File: src/rtl/punc_mem_seq.sv
// punc_mem_seq: multi-cycle memory-access sequencer for the PUnC datapath.
// Runs LD, LDI, ST and STI as explicit read/write sequences against a
// unified memory with read latency MEM_RD_LAT (1..4). Indirect pointers come
// from the low ADDR_W bits of the word read (requires ADDR_W <= DATA_W).
// Optional feature: define PUNC_MEM_BOUNDS_CHECK_EN to suppress any access
// at addr >= MEM_DEPTH and answer it with resp_fault=1, resp_data=0.
module punc_mem_seq #(
    parameter int DATA_W     = 16,
    parameter int ADDR_W     = 16,
    parameter int MEM_DEPTH  = 1024,
    parameter int MEM_RD_LAT = 1
) (
    input  logic              clk,
    input  logic              rst,
    input  logic              req_valid,
    output logic              req_ready,
    input  logic [2:0]        req_op,
    input  logic [ADDR_W-1:0] req_addr,
    input  logic [DATA_W-1:0] req_wdata,
    output logic              resp_valid,
    input  logic              resp_ready,
    output logic [DATA_W-1:0] resp_data,
    output logic              resp_fault,
    output logic [ADDR_W-1:0] mem_addr,
    output logic              mem_rd_en,
    output logic              mem_wr_en,
    output logic [DATA_W-1:0] mem_wr_data,
    input  logic [DATA_W-1:0] mem_r_data
);
    localparam logic [2:0] S_IDLE      = 3'd0;
    localparam logic [2:0] S_RD_PTR    = 3'd1;
    localparam logic [2:0] S_WAIT_PTR  = 3'd2;
    localparam logic [2:0] S_RD_DATA   = 3'd3;
    localparam logic [2:0] S_WAIT_DATA = 3'd4;
    localparam logic [2:0] S_WR        = 3'd5;
    localparam logic [2:0] S_RESP      = 3'd6;

    localparam logic [1:0] OP_LD  = 2'd0;
    localparam logic [1:0] OP_LDI = 2'd1;
    localparam logic [1:0] OP_ST  = 2'd2;
    localparam logic [1:0] OP_STI = 2'd3;

    logic [2:0]        state;
    logic [2:0]        op_q;
    logic [DATA_W-1:0] wdata_q;
    logic [ADDR_W-1:0] ptr;       // current access address (direct or indirect)
    logic [2:0]        lat_cnt;   // read-latency counter, 1..MEM_RD_LAT
    logic              fault_q;
    logic              lat_done;
    logic [ADDR_W-1:0] rd_ptr;
    logic              req_oob;
    logic              ptr_oob;

    assign lat_done = (lat_cnt == 3'(MEM_RD_LAT));
    assign rd_ptr   = mem_r_data[ADDR_W-1:0];

`ifdef PUNC_MEM_BOUNDS_CHECK_EN
    // Compare one bit wider so MEM_DEPTH == 2^ADDR_W never aliases to 0.
    assign req_oob    = ({1'b0, req_addr} >= (ADDR_W+1)'(MEM_DEPTH));
    assign ptr_oob    = ({1'b0, rd_ptr}   >= (ADDR_W+1)'(MEM_DEPTH));
    assign resp_fault = fault_q;
`else
    // No check: fault_q can never set, and the output is tied low.
    assign req_oob    = 1'b0;
    assign ptr_oob    = 1'b0;
    assign resp_fault = 1'b0;
`endif

    // Sequencer FSM: request capture, read/write sequencing, response hold.
    always_ff @(posedge clk) begin
        if (rst) begin
            state     <= S_IDLE;
            op_q      <= 3'd0;
            wdata_q   <= '0;
            ptr       <= '0;
            lat_cnt   <= 3'd0;
            resp_data <= '0;
            fault_q   <= 1'b0;
        end else begin
            case (state)
                S_IDLE: begin
                    if (req_valid) begin
                        op_q      <= req_op;
                        wdata_q   <= req_wdata;
                        ptr       <= req_addr;
                        resp_data <= '0;
                        fault_q   <= 1'b0;
                        if (req_op[2]) begin
                            state <= S_RESP;            // reserved op: data 0
                        end else if (req_oob) begin
                            fault_q <= 1'b1;
                            state   <= S_RESP;
                        end else begin
                            case (req_op[1:0])
                                OP_LD:   state <= S_RD_DATA;
                                OP_ST:   state <= S_WR;
                                default: state <= S_RD_PTR;  // LDI, STI
                            endcase
                        end
                    end
                end
                S_RD_PTR: begin
                    lat_cnt <= 3'd1;
                    state   <= S_WAIT_PTR;
                end
                S_WAIT_PTR: begin
                    if (lat_done) begin
                        ptr <= rd_ptr;
                        if (ptr_oob) begin
                            fault_q <= 1'b1;
                            state   <= S_RESP;
                        end else if (op_q[1:0] == OP_LDI) begin
                            state <= S_RD_DATA;
                        end else begin
                            state <= S_WR;
                        end
                    end else begin
                        lat_cnt <= lat_cnt + 3'd1;
                    end
                end
                S_RD_DATA: begin
                    lat_cnt <= 3'd1;
                    state   <= S_WAIT_DATA;
                end
                S_WAIT_DATA: begin
                    if (lat_done) begin
                        resp_data <= mem_r_data;
                        state     <= S_RESP;
                    end else begin
                        lat_cnt <= lat_cnt + 3'd1;
                    end
                end
                S_WR: begin
                    resp_data <= wdata_q;
                    state     <= S_RESP;
                end
                S_RESP: begin
                    if (resp_ready) begin
                        fault_q <= 1'b0;
                        state   <= S_IDLE;
                    end
                end
                default: state <= S_IDLE;
            endcase
        end
    end

    // Strobes and handshakes decode straight from state; rd and wr states are disjoint.
    always_comb begin
        req_ready   = (state == S_IDLE);
        resp_valid  = (state == S_RESP);
        mem_rd_en   = (state == S_RD_PTR) || (state == S_RD_DATA);
        mem_wr_en   = (state == S_WR);
        mem_addr    = (mem_rd_en || mem_wr_en) ? ptr : '0;
        mem_wr_data = mem_wr_en ? wdata_q : '0;
    end

    // op_q[2] only matters in IDLE (via req_op); keep it registered for completeness.
    logic unused_op;
    assign unused_op = op_q[2];
endmodule
File: config.mk
export PLATFORM = sky130hd
export DESIGN_NAME = punc_mem_seq
export DESIGN_NICKNAME = d
export VERILOG_FILES = /design/src/rtl/punc_mem_seq.sv
export SDC_FILE = /design/constraint.sdc
export NUM_CORES = 1
export LEC_CHECK = 0
export CORE_MARGIN = 2
export CORE_UTILIZATION = 28
export CTS_CLUSTER_SIZE = 16
export DETAILED_ROUTE_END_ITERATION = 7
export GPL_TIMING_DRIVEN = 1
export PLACE_DENSITY_LB_ADDON = 0.1
export SYNTH_ARGS = -nofsm -noshare
export SYNTH_HDL_FRONTEND = slang
export SYNTH_SLANG_ARGS = --single-unit
export TNS_END_PERCENT = 50
File: constraint.sdc
create_clock -name clk -period 3 [get_ports clk]
set_clock_uncertainty 0.2 [all_clocks]
set_input_delay 0.6 -clock clk [delete_from_list [all_inputs] [get_ports clk]]
set_output_delay 0.6 -clock clk [all_outputs]
set_load 0.02 [all_outputs]
==> results by group, run 1 <==
Synthesis
  • Synth Area in Adders: 0.00897
  • Synthesized area: ~2800 um2
  • Ys flop type: dfxtp_1
  • Synth cell types: 42
  • Count leader, synth: dfxtp_1
  • Synth top cells by count: 56 x dfxtp_1, 39 x nand2_1, 39 x nor2_1, 33 x and2_1, 23 x a211oi_1
  • EDFF count, synth: 0
  • Syn Inst Count: 330
  • Largest family of logic cells by synthesized area: compound AO/OA/AOI/OAI gates
  • Area leader, netlist: dfxtp_1
  • Synth Area in Simple Gates: 0.232
  • Post-synthesis sequential area ratio: 0.402
  • Register bit total from synthesis: between 50 and 60
  • Synth Net Count: between 300 and 400
  • Synth Area in Compound Gates: 0.236
  • Asr flop ratio synth: 0
  • XOR/XNOR Fraction of Synth Area: 0.00314
  • Syn avg cell area: 8.45 um2
  • Multiplexer share of the synthesized area: 0.0574
  • Ranking of synthesized cells by area: dfxtp_1 40%, and2_1 7.4%, a211oi_1 6.2%, mux2i_1 5.7%, nand2_1 5.2%
  • Yosys Warn Count: 0
  • Share of the synthesized area in the top cell type: 0.402

Pwr
  • Power per cell area: between 800 and 900 nW/um2
  • Leakage: around 1.4 nW
  • Maximum resistive drop on vdd: between 0.3 and 0.4 mV
  • Final Total Pwr: around 0.0034 W

GRT
  • Initial antenna violation count: 0
  • Total track usage: 0.160
  • Met2 usage in global routing: 0.255
  • Met1 Use GR: 0.222
  • Global-route met3 utilization: 0.0390
  • Largest net degree at the start of global routing: 35
  • Total gr overflow: 0
  • Number of global-route vias before repair: 2564
  • Busiest grt layer: met2
  • First-pass GRT wire length: between 10000 and 15000 um

Die
  • I/O pins: 108
  • Die Span Y: between 100 and 150 um
  • Die ar.: roughly 11000 um2
  • Chip Width: roughly 100 um
  • Row count: 36
  • Starting Density: 0.287
  • Core area: approximately 10000 um2

Detailed routing
  • Number of iterations in the first detailed-routing pass: 4
  • Number of remaining DRC errors: 0
  • Starting DRT DRC Count: 113
  • DR WL/cell: ~15 um
  • Routed vias: around 2600
  • Via density: around 4.6
  • Antenna Nets Post-Route: 0
  • Routed WL: about 8500 um

Min path
  • Hold Path Class: flop to flop
  • Hold Startpoint: op_q[0]$_SDFFE_PP0P_
  • WHS Path Cells: 2
  • Min-Delay Endpoint: op_q[0]$_SDFFE_PP0P_

Critical path
  • CP max stage cell: clkdlybuf4s50_1
  • R2r setup slk: a little over 900 ps
  • CP Capture Type: primary output
  • Startpoint types: flop
  • CP required: 2200 ps
  • Crit Path Class: flop to primary output
  • CP max FO: 33
  • Number of buffers and inverters on the critical path: 3
  • CP Data Arrival Time: between 2000 and 2500 ps
  • Crit path max-delay family: buffers and inverters
  • Crit Reg-Reg Endpoint: resp_data[13]$_SDFFE_PP0P_
  • Crit-path cells: inv_1 > nor3_4 > buf_6 > and2_1 > clkdlybuf4s50_1
  • Worst reg-to-reg path cell count: 6
  • Reg2reg start: lat_cnt[0]$_SDFFE_PP0P_
  • Slowest stage delay, CP: roughly 600 ps

Placed design
  • RD Place Congestion: a little over 0.8
  • Port Buffer Count: about 110
  • Dpl hpwl: around 6300 um

Final layout
  • Final core occ: 0.418
  • Synthesis-to-finish area growth: 45.9%
  • Nets: 484
  • N_diodes: 0
  • Fraction of layout instances using a drive strength above 1: 0.0841

Clocking
  • TritonCTS Buffers: 5
  • CTS root buf: clkbuf_8
  • H-tree depth: 2
  • Sink Count: between 50 and 60
  • Clk slew on worst S/H paths: 110 ps
  • CTS tree: built
  • Clock tree buffer depth: 2
  • Worst-Skew Late Latency: between 300 and 400 ps
  • Setup Fix Bufs, Post-CTS: 0

Timing
  • Fin. max-slew vios: 0
  • Post-Route Setup TNS: 0 ps
  • Relative slew slack: 0.486
  • Period utilisation layout: 0.941
  • Unrepaired setup endpoints after global routing: false
  • Worst-Margin Slew: slightly below 800 ps
  • FMAX: around 350 MHz
  • Fin. Hold Viols: 0
  • # setup viols final: 0
  • Final min period: ~2800 ps

Run
  • Max Cap Violations: 0

Outcome
  • Status: finished clean
## worst max path at each step
stage | startpoint | endpoint | slack [ps] | depth (start not counted)
after floorplan | state[2]$_SDFFE_PP0P_ | mem_wr_data[0] | 790 | 4
after global placement | state[2]$_SDFFE_PP0P_ | mem_wr_data[6] | 480 | 5
after detailed placement | state[2]$_SDFFE_PP0P_ | mem_wr_data[12] | 440 | 5
after CTS | state[2]$_SDFFE_PP0P_ | mem_wr_data[12] | 90 | 5
after global routing | state[2]$_SDFFE_PP0P_ | mem_wr_data[12] | 60 | 5
final | state[2]$_SDFFE_PP0P_ | mem_wr_data[5] | 180 | 5
## placed cells by master, fill, tap and decap left out, types with 2 or more instances in the layout
master           count
buf_4               10
nand2b_1             4
clkbuf_8             5
nor3_1               3
a211oi_2             9
clkdlybuf4s50_1    105
and2_1              33
ha_1                 2
nor2_1              39
mux2i_1             16
nand2_1             39
a22oi_1             16
nand3_1              2
dfxtp_1             56
nor2b_1              3
o21ai_0              8
a21oi_1             20
a211oi_1            23
inv_1                7
or2_1                2
## cell type report
| type | instances | area [um2] |
|---|---|---|
| clock buffers | 5 | 68.8 |
| clock inverters | 3 | 21.3 |
| fillers | 1003 | 5660 |
| inverters | 7 | 26.3 |
| multi-input cells | 240 | 1520 |
| flip-flops and latches | 56 | 1120 |
| well taps | 133 | 166 |
| repair buffers | 117 | 1140 |
## registers in the layout, summed over array words and instances, names as in the netlist
signal	cells
ptr	16
resp_data	16
wdata_q	16
lat_cnt	3
state	3
op_q	2
## worst reg2reg max path, cell delays in order (launching register included)
cell and delay [ps]:
dfxtp_1 470, ha_1 250, nand2b_1 190, a221oi_4 270
buf_4 340, nor2_1 90, a211oi_1 210
## power by group
| group | internal [W] | switching, W | leakage [nW] |
|---|---|---|---|
| Combinational | 0.000793 | 0.00105 | 0.924 |
| Sequential | 0.00100 | 0.000165 | 0.461 |
| Clock | 0.000167 | 0.000256 | 0.0445 |
## layer usage
metal,vias up,part of all wire
met3,4,0.054
met1,1179,0.48
met4,0,0.0068
li1,1345,-
met5,-,0
met2,73,0.46
## logic make-up (layout without fill, tap and decap cells)
family                     count (synthesis)  in the layout
and+or+nand+nor                          132            132
buffers and inverters                     34            132
AOI/OAI and AO/OA                         88             88
other                                      1              1
adders and majority gates                  2              2
DFF                                       56             56
xor gates and xnor gates                   1              1
muxes                                     16             16
## through the flow
step                cells  worst slack (ps)  hold WS [ps]  cell area (um2)
finish                561               176           264             4070
floorplan             330               791           231             2790
CTS                   561              85.1           262             4070
global placement      553               479           244             3980
detailed placement    553               437           247             3980
global route          561              56.4           297             4070
## what timing repair did
action                                  CTS  global route
endpoints found under the setup margin    0            11
gates resized for setup                   0             1
hold buffers                              0             0
Note: power is estimated with default switching activity, not from simulation.
==> inputs of run 2 (changes only) <==
==> constraint.sdc (replaced) <==
create_clock -name clk -period 3 [get_ports clk]
set_clock_uncertainty 0.2 [all_clocks]
set_input_delay 0.45 -clock clk [delete_from_list [all_inputs] [get_ports clk]]
set_output_delay 0.45 -clock clk [all_outputs]
set_load 0.02 [all_outputs]
==> results by group, run 2 (same netlist as run 1, synthesis figures left out) <==
Timing
  • # setup viols final: 0
  • Final min period: approximately 2800 ps
  • Post-Route Setup TNS: 0 ps
  • Unrepaired setup endpoints after global routing: false
  • Relative slew slack: 0.547
  • FMAX: ~360 MHz
  • Worst-Margin Slew: about 680 ps
  • Fin. max-slew vios: 0
  • Fin. Hold Viols: 0
  • Period utilisation layout: 0.919

Final layout
  • Most frequent cells in the layout: 105 x clkdlybuf4s50_1, 56 x dfxtp_1, 39 x nand2_1, 39 x nor2_1, 33 x and2_1
  • Nets: 483
  • Fraction of layout instances using a drive strength above 1: 0.0798
  • Multi-input gate area: 1520 um2
  • Register area: about 1100 um2
  • Regs by FF count: ptr (16), resp_data (16), wdata_q (16)
  • Final core occ: 0.417
  • Fin area: 4060 um2
  • Synthesis-to-finish area growth: 45.6%
  • FILL cells: 1000
  • Leading cell type in the layout, fill and taps excluded: clkdlybuf4s50_1
  • N_diodes: 0

Critical path
  • Slowest stage delay, CP: between 600 and 700 ps
  • CP Capture Type: primary output
  • Crit Path Class: flop to primary output
  • Crit-path cells: inv_1 > nor3_4 > buf_4 > and2_1 > clkdlybuf4s50_1
  • Crit path max-delay family: buffers and inverters
  • CP max stage cell: clkdlybuf4s50_1
  • CP Data Arrival Time: 2110 ps
  • CP startpoint: state[2]$_SDFFE_PP0P_
  • CP max FO: 33
  • Number of buffers and inverters on the critical path: 3
  • CP required: roughly 2400 ps
  • Reg2reg start: lat_cnt[0]$_SDFFE_PP0P_
  • Startpoint types: flop

Clocking
  • TritonCTS Buffers: 5
  • H-tree depth: 2
  • Sink Count: 56
  • Setup Fix Bufs, Post-CTS: 0
  • Worst-Skew Late Latency: about 300 ps
  • Post_cts resized: 0
  • Clk slew on worst S/H paths: 100 ps
  • CTS tree: built
  • CTS root buf: clkbuf_8
  • Clock tree buffer depth: 2
  • Cts hold-fix bufs: 0

Detailed routing
  • DR WL/cell: around 15 um
  • Number of remaining DRC errors: 0
  • Antenna Nets Post-Route: 0
  • Starting DRT DRC Count: ~120
  • Routed vias: about 2600
  • Number of iterations in the first detailed-routing pass: 4
  • Via density: between 4 and 5
  • Routed WL: approximately 8500 um

Run
  • Max Cap Violations: 0

Die
  • I/O pins: between 100 and 150
  • Die ar.: roughly 11000 um2
  • Core area: 9730 um2
  • Starting Density: 0.287
  • Row count: 36
  • Chip Width: approximately 100 um
  • Die Span Y: 104 um

Pwr
  • Power share of the sequential group: 0.343
  • Power per cell area: 844 nW/um2
  • Final Total Pwr: 0.00343 W
  • Comb pwr share: 0.533
  • Leakage: approximately 1.4 nW
  • Cell Int Power: ~0.002 W
  • Clock group share of total power: 0.124
  • Switching Share: 0.424
  • NetSw: ~0.0015 W
  • Maximum resistive drop on vdd: about 0.64 mV

GRT
  • Total gr overflow: 0
  • Largest net degree at the start of global routing: 34
  • Initial antenna violation count: 0
  • Total track usage: 0.158
  • Number of global-route vias before repair: around 2600
  • First-pass GRT wire length: between 10000 and 15000 um

Placed design
  • RD Place Congestion: just over 0.8
  • Area after DPL: 3970 um2
  • Port Buffer Count: about 110
  • Dpl hpwl: about 6400 um

Min path
  • Hold Path Class: flop to flop
  • Hold Startpoint: op_q[1]$_SDFFE_PP0P_

Outcome
  • Status: finished clean
[run 2: cell count changes in the layout (fill, tap and decap cells not counted), sizes merged]
cell	delta
clkinvlp	-1
clkbuf	+1
buf	-1
inv	-1
[run 2: final timing paths]
kind / cells after the start / end / slack (ps)
hold / removal: 2 / op_q[1]$_SDFFE_PP0P_ / 270
setup / recovery: 5 / mem_wr_data[7] / 240
setup reg to reg: 6 / resp_data[0]$_SDFFE_PP0P_ / 910
hold reg to reg: 2 / op_q[1]$_SDFFE_PP0P_ / 270
[run 2: through the flow]
step	hold WS [ps]	setup WS, ps	instances
floorplan	231	941	330
detailed placement	247	572	552
finish	265	244	559
global route	294	96.1	559
global placement	242	597	552
CTS	261	222	559
[run 2: area by class of cell]
type	count	share of cell area
inverter	7	0.00647
timing repair buffer	116	0.279
clock inverter	1	0.00216
clock buffer	6	0.0203
sequential	56	0.276
multi-input combinational	240	0.375
tap	133	0.0410
[run 2: per-layer routing]
metal / track usage / part of all wire
met5: 0 / 0
met2: 0.256 / 0.45
met3: 0.0296 / 0.048
met4: 0.0319 / 0.0084
met1: 0.221 / 0.49
[run 2: power by group through the flow]
stage / clock network (W) / registers (W) / logic [W]
6_report: 0.000425 / 0.00117 / 0.00183
4_1_cts: 0.000442 / 0.00118 / 0.00185
3_5_place_dp: 0 / 0.00120 / 0.00185
5_1_grt: 0.000475 / 0.00121 / 0.00202
2_1_floorplan: 0 / 0.00126 / 0.00113
3_3_place_gp: 0 / 0.00118 / 0.00184
[run 2: worst reg2reg max path, cell delays in order, from the launching register on]
cell and delay, ps:
dfxtp_1 450, ha_1 250, nand2b_1 190, a221oi_4 270, buf_4 350, nor2_1 90
a211oi_1 230
